### config.mk
export PLATFORM = sky130hd
export DESIGN_NAME = iiitb_pwm_multi
export DESIGN_NICKNAME = d
export VERILOG_FILES = /design/src/rtl/iiitb_pwm_multi.sv
export SDC_FILE = /design/constraint.sdc
export NUM_CORES = 1
export LEC_CHECK = 0
export BUFFER_PORTS_ARGS = -buffer_cell sky130_fd_sc_hd__buf_2
export CORE_ASPECT_RATIO = 2
export CORE_MARGIN = 3
export CORE_UTILIZATION = 60
export DETAILED_ROUTE_END_ITERATION = 16
export HOLD_SLACK_MARGIN = 0.05
export PLACE_DENSITY = 0.8
export SKIP_LAST_GASP = 1
export SYNTH_ARGS = -nofsm -noshare
export SYNTH_HDL_FRONTEND = slang
export SYNTH_SLANG_ARGS = --single-unit
export TNS_END_PERCENT = 5
### constraint.sdc
create_clock -name clk -period 3.19 [get_ports clk]
set_clock_uncertainty 0.15 [all_clocks]
set_input_delay 0 -clock clk [delete_from_list [all_inputs] [get_ports clk]]
set_output_delay 0 -clock clk [all_outputs]
set_load 0.01 [all_outputs]
### src/rtl/iiitb_pwm_multi.sv
// Multi-channel PWM generator: one shared edge/centre-aligned period counter,
// per-channel debounced duty buttons, and duty/mode reload only at period boundaries.
module iiitb_pwm_multi #(
    parameter int NCH       = 2,
    parameter int CW        = 8,
    parameter int PERIOD    = 10,
    parameter int STEP      = 1,
    parameter int DUTY_INIT = 5,
    parameter int DEB_DIV   = 4
) (
    input  logic              clk,
    input  logic              reset,
    input  logic [NCH-1:0]    increase_duty,
    input  logic [NCH-1:0]    decrease_duty,
    input  logic              center_mode,
    input  logic              pwm_enable,
    output logic [NCH-1:0]    pwm_out,
    output logic [NCH*CW-1:0] duty_level,
    output logic              period_tick
);

    localparam int PW = (DEB_DIV > 1) ? $clog2(DEB_DIV) : 1;

    localparam logic [PW-1:0] PRESC_LAST = PW'(DEB_DIV - 1);
    localparam logic [CW-1:0] CNT_LAST   = CW'(PERIOD - 1);
    localparam logic [CW-1:0] DUTY_RST   = CW'(DUTY_INIT);
    localparam logic [CW:0]   STEP_W     = (CW+1)'(STEP);
    localparam logic [CW:0]   PERIOD_W   = (CW+1)'(PERIOD);

    typedef enum logic {
        DIR_UP   = 1'b0,
        DIR_DOWN = 1'b1
    } dir_e;

    logic [PW-1:0]  presc_q;
    logic           sample_en;
    logic [NCH-1:0] inc_s1_q, inc_s2_q, dec_s1_q, dec_s2_q;
    logic [NCH-1:0] inc_press, dec_press;

    logic [CW-1:0]  shadow_q [NCH];
    logic [CW-1:0]  shadow_d [NCH];
    logic [CW-1:0]  act_q    [NCH];

    logic [CW-1:0]  cnt_q;
    dir_e           dir_q;
    logic           mode_q;
    logic           boundary;
    logic [NCH-1:0] pwm_q;
    logic           tick_q;

    // Saturating duty step computed one bit wider so it can never wrap.
    function automatic logic [CW-1:0] next_duty(input logic [CW-1:0] duty,
                                                input logic          inc,
                                                input logic          dec);
        logic [CW:0] wide;
        wide = {1'b0, duty};
        if (inc && !dec) begin
            wide = (wide + STEP_W > PERIOD_W) ? PERIOD_W : wide + STEP_W;
        end else if (dec && !inc) begin
            wide = (wide < STEP_W) ? '0 : wide - STEP_W;
        end
        return wide[CW-1:0];
    endfunction

    assign sample_en = (presc_q == PRESC_LAST);

    // NOTE: sequential state uses non-blocking assignments so every register
    // samples the pre-edge value of every other register.
    always_ff @(posedge clk) begin
        if (reset) begin
            presc_q  <= '0;
            inc_s1_q <= '0;
            inc_s2_q <= '0;
            dec_s1_q <= '0;
            dec_s2_q <= '0;
        end else begin
            presc_q <= sample_en ? '0 : presc_q + PW'(1);
            if (sample_en) begin
                inc_s1_q <= increase_duty;
                inc_s2_q <= inc_s1_q;
                dec_s1_q <= decrease_duty;
                dec_s2_q <= dec_s1_q;
            end
        end
    end

    // One pulse per press: rising edge between two consecutive samples.
    assign inc_press = inc_s1_q & ~inc_s2_q & {NCH{sample_en}};
    assign dec_press = dec_s1_q & ~dec_s2_q & {NCH{sample_en}};

    always_comb begin
        for (int i = 0; i < NCH; i++) begin
            shadow_d[i] = next_duty(shadow_q[i], inc_press[i], dec_press[i]);
        end
    end

    assign boundary = pwm_enable &&
                      (mode_q ? (cnt_q == '0 && dir_q == DIR_DOWN) : (cnt_q == CNT_LAST));

    always_ff @(posedge clk) begin
        if (reset) begin
            cnt_q  <= '0;
            dir_q  <= DIR_UP;
            mode_q <= 1'b0;
            pwm_q  <= '0;
            tick_q <= 1'b0;
            // NOTE: the duty arrays are architectural state visible on duty_level,
            // so every entry is reset, unlike a plain data memory.
            for (int i = 0; i < NCH; i++) begin
                shadow_q[i] <= DUTY_RST;
                act_q[i]    <= DUTY_RST;
            end
        end else begin
            for (int i = 0; i < NCH; i++) begin
                shadow_q[i] <= shadow_d[i];
                pwm_q[i]    <= pwm_enable && (cnt_q < act_q[i]);
            end
            tick_q <= boundary;

            // Disabled: active settings follow the shadows so enabling starts clean.
            if (!pwm_enable || boundary) begin
                cnt_q  <= '0;
                dir_q  <= DIR_UP;
                mode_q <= center_mode;
                for (int i = 0; i < NCH; i++) begin
                    act_q[i] <= shadow_q[i];
                end
            end else if (!mode_q) begin
                cnt_q <= cnt_q + CW'(1);
            end else if (dir_q == DIR_UP) begin
                if (cnt_q == CNT_LAST) begin
                    dir_q <= DIR_DOWN;
                end else begin
                    cnt_q <= cnt_q + CW'(1);
                end
            end else begin
                cnt_q <= cnt_q - CW'(1);
            end
        end
    end

    always_comb begin
        for (int i = 0; i < NCH; i++) begin
            duty_level[i*CW +: CW] = shadow_q[i];
        end
    end

    assign pwm_out     = pwm_q;
    assign period_tick = tick_q;

endmodule

==> results.ini, run 1 <==
[run_status]
status=completed

[grt]
grt_pass1_vias=2539
grt_max_degree=31
grt_use_total_pct=22.31
grt_pass1_wl_mm=11.00
antenna_found_initial=0
grt.overflow.total=0

[clocking]
cts-root-buf=clkbuf_8
cts_buffer_depth=2
cts.sinks=55
numCtsBuffers=5
cts_tree=yes
clk_latency_ns=0.31
htreeDepth=2
cts.clk_slew.worst_paths_ns=0.10
postCtsSetupBuffers=0

[finish]
nets=408
synthToLayoutAreaGrowth_pct=11.11
stdcell_count=431
layout_commonest_cell=dfxtp_1
drive_above_1_share_pct=10.96
antenna_cells=0
mostFrequentLayoutCells=39 x dfxtp_1, 37 x nor2_1, 27 x ha_1

[setup_path]
path_delay_family=adder cells
cpMostUsedCell=ha_1
crit_fanout=15
critPathBufInv=0
crit_slowest_cell=ha_1
path_cells=ha_1 > nand3b_1 > ha_1 > nor2_1 > a31oi_1 > a21oi_1 > or3_1
worstSetupPathType=register to register
cp-start-kind=register
required_ns=3.24
slowest_delay_ns=0.58
cp.arrival_ns=2.65
end_kind=register

[timing]
rsz0062_at_grt=no
fmax_ghz=0.3854
worst_pin_slew_ns=0.7590
finalMaxSlewViolations=0
fin_ws_ns=0.5954
relSlewSlack_pct=48.68
setup_viol=0
period_minus_slack_ns=2.595
fin_tns_setup_ns=0
period_share_pct=81.34
finalHoldViolCount=0

[yosys]
syn_area_um2=3154
synth_top_area_share_pct=24.75
yosysSeqAreaShare_pct=39.98
yosys_warnings=0
synth.ff_latch_count=55
synth_ff_type=dfxtp_1
synth.area.top_cells=dfxtp_1 25%, edfxtp_1 15%, ha_1 11%
synth_edf_count=16
syn_nets=381
avgSynthCellArea_um2=9.116
synthArstFlopShare_pct=0
ys_types=57
netlist.top_cell.by_area=dfxtp_1
postSynthCellCount=346

[run]
drv.max_cap_violation_count=0

[floorplanning]
dieHeight_um=108.5
io_pins=27
die_w_um=57.27
initial_core_util_pct=63.66
num_rows=36
coreArea_um2=4955
dieArea_um2=6216

[detailed_routing]
drc=0
drt_iter0_drc=126
vias=2589
wl_per_cell_um=15.18
drtAntennaViolNets=0
routed_via_density=6.007
first_pass_iters=4
wl_mm=6.541

[place]
place_inst=412
dp_slack_ns=0.6231
dp_hpwl_mm=4.664
port_buffers=26
routabilityCongestion=0.8961

[worst_hold_path]
hp-class=input pin to register

[power_and_ir_drop]
peakVddDrop_mv=0.5883
p_leak_uw=0.001514
powerDensity_nw_per_um2=372.5

[metrics by stage]
| stage | power (uW) | utilization (%) | hold WS, ns | area [um2] |
|---|---|---|---|---|
| after floorplan | 832.8 | - | -0.02148 | 3154 |
| after global placement | 855.4 | 66.34 | 0.05993 | 3287 |
| after detailed placement | 859.1 | 66.34 | 0.06806 | 3287 |
| after CTS | 1319 | 70.73 | 0.2804 | 3505 |
| after global routing | 1355 | 70.73 | 0.2900 | 3505 |
| final | 1305 | 70.73 | 0.2842 | 3505 |
[worst min-delay path, delay by kind of cell]
| kind | cells | cell delay, ns |
|---|---|---|
| AO/OA/AOI/OAI | 1 | 0.11 |
| buffers and inverters | 2 | 0.61 |
[cell usage after synthesis (10+ instances only)]
library cell / n
a21oi_1: 21
mux2i_1: 10
nand2_1: 11
clkbuf_1: 15
inv_1: 24
ha_1: 27
nand3_1: 12
edfxtp_1: 16
and2_1: 13
nor2_1: 37
dfxtp_1: 39
o21ai_0: 15
[metal layers]
metal | global-route usage [%] | vias up | share of wire (%)
met3 | 2.987 | 26 | 2.7
met4 | 11.28 | 0 | 3.6
met2 | 42.64 | 66 | 56
li1 | - | 1283 | -
met1 | 22.67 | 1214 | 38
met5 | 0 | - | 0
[flip-flops by register name (all words and copies together) (netlist names)]
name,cells
presc_q,2
dec_s1_q,2
cnt_q,8
pwm_out,2
inc_s1_q,2
dir_q,1
dec_s2_q,2
shadow_q,16
period_tick,1
inc_s2_q,2
act_q,16
mode_q,1
[layout make-up]
| type | instances | area (um2) |
|---|---|---|
| Clock buffer | 5 | 68.82 |
| Clock inverter | 3 | 38.79 |
| Fill cell | 410 | 1450 |
| Inverter | 24 | 90.09 |
| Multi-Input combinational cell | 249 | 1727 |
| Sequential cell | 55 | 1261 |
| Tap cell | 57 | 71.32 |
| Timing Repair Buffer | 38 | 247.7 |
[cells by family (layout without fill, tap and decap cells)]
| family | after synthesis | count (layout) | share of synthesized area [%] |
|---|---|---|---|
| adders and majority gates | 27 | 27 | 10.71 |
| DFF | 55 | 55 | 39.98 |
| buffers and inverters | 42 | 70 | 5.275 |
| and+or+nand+nor | 122 | 122 | 21.14 |
| xor gates and xnor gates | 15 | 15 | 4.165 |
| AOI/OAI and AO/OA | 75 | 75 | 15.55 |
| muxes | 10 | 10 | 3.173 |
[where the power goes]
group / internal (uW) / switching [uW] / total, uW
Clock: 230 / 222 / 453
Sequential: 736 / 15.3 / 751
Combinational: 45.9 / 55.7 / 102
[path summary, 6_finish.rpt]
kind                          from                      endpoint  slack, ns  cells after the start
max reg2reg  presc_q[0]$_SDFF_PP0_  shadow_q[0][10]$_SDFFE_PP1P_       0.60                      7
min                    center_mode           mode_q$_SDFFE_PP0P_       0.28                      3
max          presc_q[0]$_SDFF_PP0_  shadow_q[0][10]$_SDFFE_PP1P_       0.60                      7
min reg2reg  presc_q[0]$_SDFF_PP0_         presc_q[0]$_SDFF_PP0_       0.29                      1
[what timing repair did]
action	4_1_cts	5_1_grt
endpoints found under the setup margin	0	0
gates resized for setup	0	0
hold endpoints to repair	20	0
hold buffers	11	0
Note: power is estimated with default switching activity, not from simulation.
==> run 2, diff against run 1 <==
ABC_AREA = 1   (was not set)
CORE_UTILIZATION = 54   (was 60)
PLACE_DENSITY = 0.76   (was 0.8)
clock period = 2.35 ns   (was 3.19 ns; I/O delays follow)
==> results.ini, run 2 <==
[run_status]
status=completed

[place]
dp_hpwl_mm=6.025  ; +29%
routabilityCongestion=0.9299  ; +3.8%
port_buffers=26  ; unchanged

[finish]
synthToLayoutAreaGrowth_pct=14.74
reg_top3=act_q: 16 flops, shadow_q: 16 flops, cnt_q: 8 flops
fin_util_pct=65.19  ; -5.5 points
antenna_cells=0  ; unchanged
nets=523  ; +28%
drive_above_1_share_pct=12.88  ; +1.9 points
layout_commonest_cell=nand2_1
fill_cells=525  ; +28%
mostFrequentLayoutCells=87 x nand2_1, 67 x nor2_1, 61 x inv_1

[setup_path]
slowest_delay_ns=0.58  ; about the same
cp-startpoint=cnt_q[1]$_SDFFE_PP0P_
path_cells=inv_2 > ha_1 > nand3_1 > nor2_2 > a21oi_4 > a21oi_4 > nand2_1 > dlygate4sd3_1 > nand2_1
cp.arrival_ns=2.37  ; -0.28 ns
end_kind=register
crit_fanout=6  ; -9
cp-start-kind=register
rr_worst_depth=9  ; +2
worstReg2RegStart=cnt_q[1]$_SDFFE_PP0P_
required_ns=2.44  ; -0.80 ns
timing.rr.end=mode_q$_SDFFE_PP0P_
crit_slowest_cell=dlygate4sd3_1
endpoint=mode_q$_SDFFE_PP0P_
rrSetupSlack_ns=0.07  ; -0.52 ns
worstSetupPathType=register to register

[clocking]
clk_latency_ns=0.29  ; -0.02 ns
numCtsBuffers=5  ; unchanged
htreeDepth=2  ; unchanged
cts.clk_slew.worst_paths_ns=0.07  ; -0.03 ns
cts_tree=yes
cts.sinks=55  ; unchanged
cts-root-buf=clkbuf_16
cts_buffer_depth=2  ; unchanged
postCtsSetupBuffers=0  ; unchanged

[timing]
relSlewSlack_pct=66.92  ; +18 points
finalHoldViolCount=0  ; unchanged
period_share_pct=96.89  ; +16 points
setup_viol=0  ; unchanged
fin_tns_setup_ns=0  ; unchanged
worst_pin_slew_ns=0.4944  ; -0.2646 ns
rsz0062_at_grt=no
fmax_ghz=0.4392  ; +14%
finalMaxSlewViolations=0  ; unchanged
period_minus_slack_ns=2.277  ; -0.3177 ns
whs_ns=0.2967  ; +0.01256 ns

[detailed_routing]
routed_via_density=5.476  ; -8.8%
drtAntennaViolNets=0  ; unchanged
drc=0  ; unchanged
wl_mm=7.878  ; +20%
wl_per_cell_um=14.32  ; -5.6%
vias=3012  ; +16%
drt_iter0_drc=149  ; +18%
first_pass_iters=5  ; +1

[yosys]
synth_compound_area_share_pct=11.32  ; -4.2 points
synth-simple-area-share_pct=28.69  ; +7.6 points
synth_top_area_share_pct=23.47  ; -1.3 points
ys_types=32  ; -44%
yosys_warnings=0  ; unchanged
postSynthCellCount=447  ; +29%
yosys.cell_count.top_type=nand2_1
synth_xor_area_share_pct=3.422  ; -0.74 points
synth_edf_count=16  ; unchanged
syn_nets=482  ; +27%
synth_ff_type=dfxtp_1
avgSynthCellArea_um2=7.443  ; -18%
syn_area_um2=3327  ; +5.5%
muxShareOfSynthArea_pct=0  ; -3.2 points
synth_adder_area_share_pct=10.15  ; -0.56 points
netlist.top_cell.by_area=dfxtp_1
synth_top_family_by_area=simple AND/OR/NAND/NOR gates
yosys-top-cells-count=87 x nand2_1, 67 x nor2_1, 62 x inv_1, 39 x dfxtp_1, 28 x nand3_1
synthArstFlopShare_pct=0  ; unchanged
yosysSeqAreaShare_pct=37.91  ; -2.1 points
synth.area.top_cells=dfxtp_1 23%, edfxtp_1 14%, ha_1 10%
synth.ff_latch_count=55  ; unchanged

[floorplanning]
dieHeight_um=117.0  ; +7.8%
num_rows=39  ; +8.3%
coreArea_um2=5856  ; +18%
io_pins=27  ; unchanged
dieArea_um2=7196  ; +16%
die_w_um=61.50  ; +7.4%
initial_core_util_pct=56.82  ; -6.8 points

[grt]
grt_use_total_pct=23.76  ; +1.4 points
antenna_found_initial=0  ; unchanged
grt_pass1_wl_mm=12.93  ; +18%
grt_pass1_vias=3006  ; +18%
grt_max_degree=24  ; -23%
grt.overflow.total=0  ; unchanged

[power_and_ir_drop]
peakVddDrop_mv=0.5021  ; -15%
powerDensity_nw_per_um2=550.8  ; +48%
p_leak_uw=0.001761  ; +16%
fin_total_pwr_uw=2103  ; +61%

[worst_hold_path]
hp-class=register to register

[run]
drv.max_cap_violation_count=0  ; unchanged

-- run 2: layout make-up --
| type | instances | area [um2] | share of cell area (%) |
|---|---|---|---|
| clock buffer | 6 | 128.9 | 3.376 |
| tap | 61 | 76.32 | 1.999 |
| clock inverter | 2 | 60.06 | 1.573 |
| inverter | 64 | 245.2 | 6.424 |
| multi-input combinational | 321 | 1783 | 46.71 |
| timing repair buffer | 41 | 262.8 | 6.883 |
| sequential | 55 | 1261 | 33.04 |
-- run 2: worst min path at each step --
stage	end	slack, ns	cells past startpoint	startpoint
after detailed placement	mode_q$_SDFFE_PP0P_	0.07	3	center_mode
after global routing	presc_q[0]$_SDFF_PP0_	0.32	1	presc_q[0]$_SDFF_PP0_
after global placement	dec_s1_q[1]$_SDFFE_PP0P_	0.07	3	decrease_duty[1]
after CTS	presc_q[0]$_SDFF_PP0_	0.28	1	presc_q[0]$_SDFF_PP0_
after floorplan	mode_q$_SDFFE_PP0P_	-0.05	2	center_mode
final	presc_q[0]$_SDFF_PP0_	0.30	1	presc_q[0]$_SDFF_PP0_
-- run 2: through the flow --
step | instance area [um2] | cells | setup slack (ns)
after CTS | 3817 | 550 | 0.08025
after global placement | 3548 | 534 | 0.3478
after floorplan | 3327 | 447 | 0.2197
after global routing | 3817 | 550 | 0.001843
final | 3817 | 550 | 0.07309
after detailed placement | 3548 | 534 | 0.2743
-- run 2: kinds of logic (layout without fill, tap and decap cells) --
group,count (synthesis),count (layout)
AOI/OAI and AO/OA,66,66
xor gates and xnor gates,13,13
adders and majority gates,27,27
buffers and inverters,71,113
DFF,55,55
and+or+nand+nor,215,215
-- run 2: critical path: cells and delay by family (launching register included) --
family / cells / cell delay [ns]
flops: 1 / 0.37
simple gates: 4 / 0.52
compound gates: 2 / 0.34
fa+ha+maj: 1 / 0.15
buf+inv: 2 / 0.71
-- run 2: power breakdown --
part / switching (uW) / leakage (uW) / total (uW) / internal, uW
Combinational: 91.4 / 0.00119 / 148 / 56.3
Sequential: 17.5 / 0.000479 / 1020 / 1000
Clock: 327 / 0.0000911 / 938 / 611
-- run 2: layer usage --
layer  track usage (%)  part of all wire [%]
met3             2.634                   2.7
met5                 0                     0
met2             47.24                    57
met1             22.95                    37
met4             9.348                   3.1
-- run 2: what timing repair did --
item	4_1_cts	5_1_grt
resized for setup	0	1
hold endpoints to repair	15	0
hold buffers	8	0
setup endpoints to repair	0	1
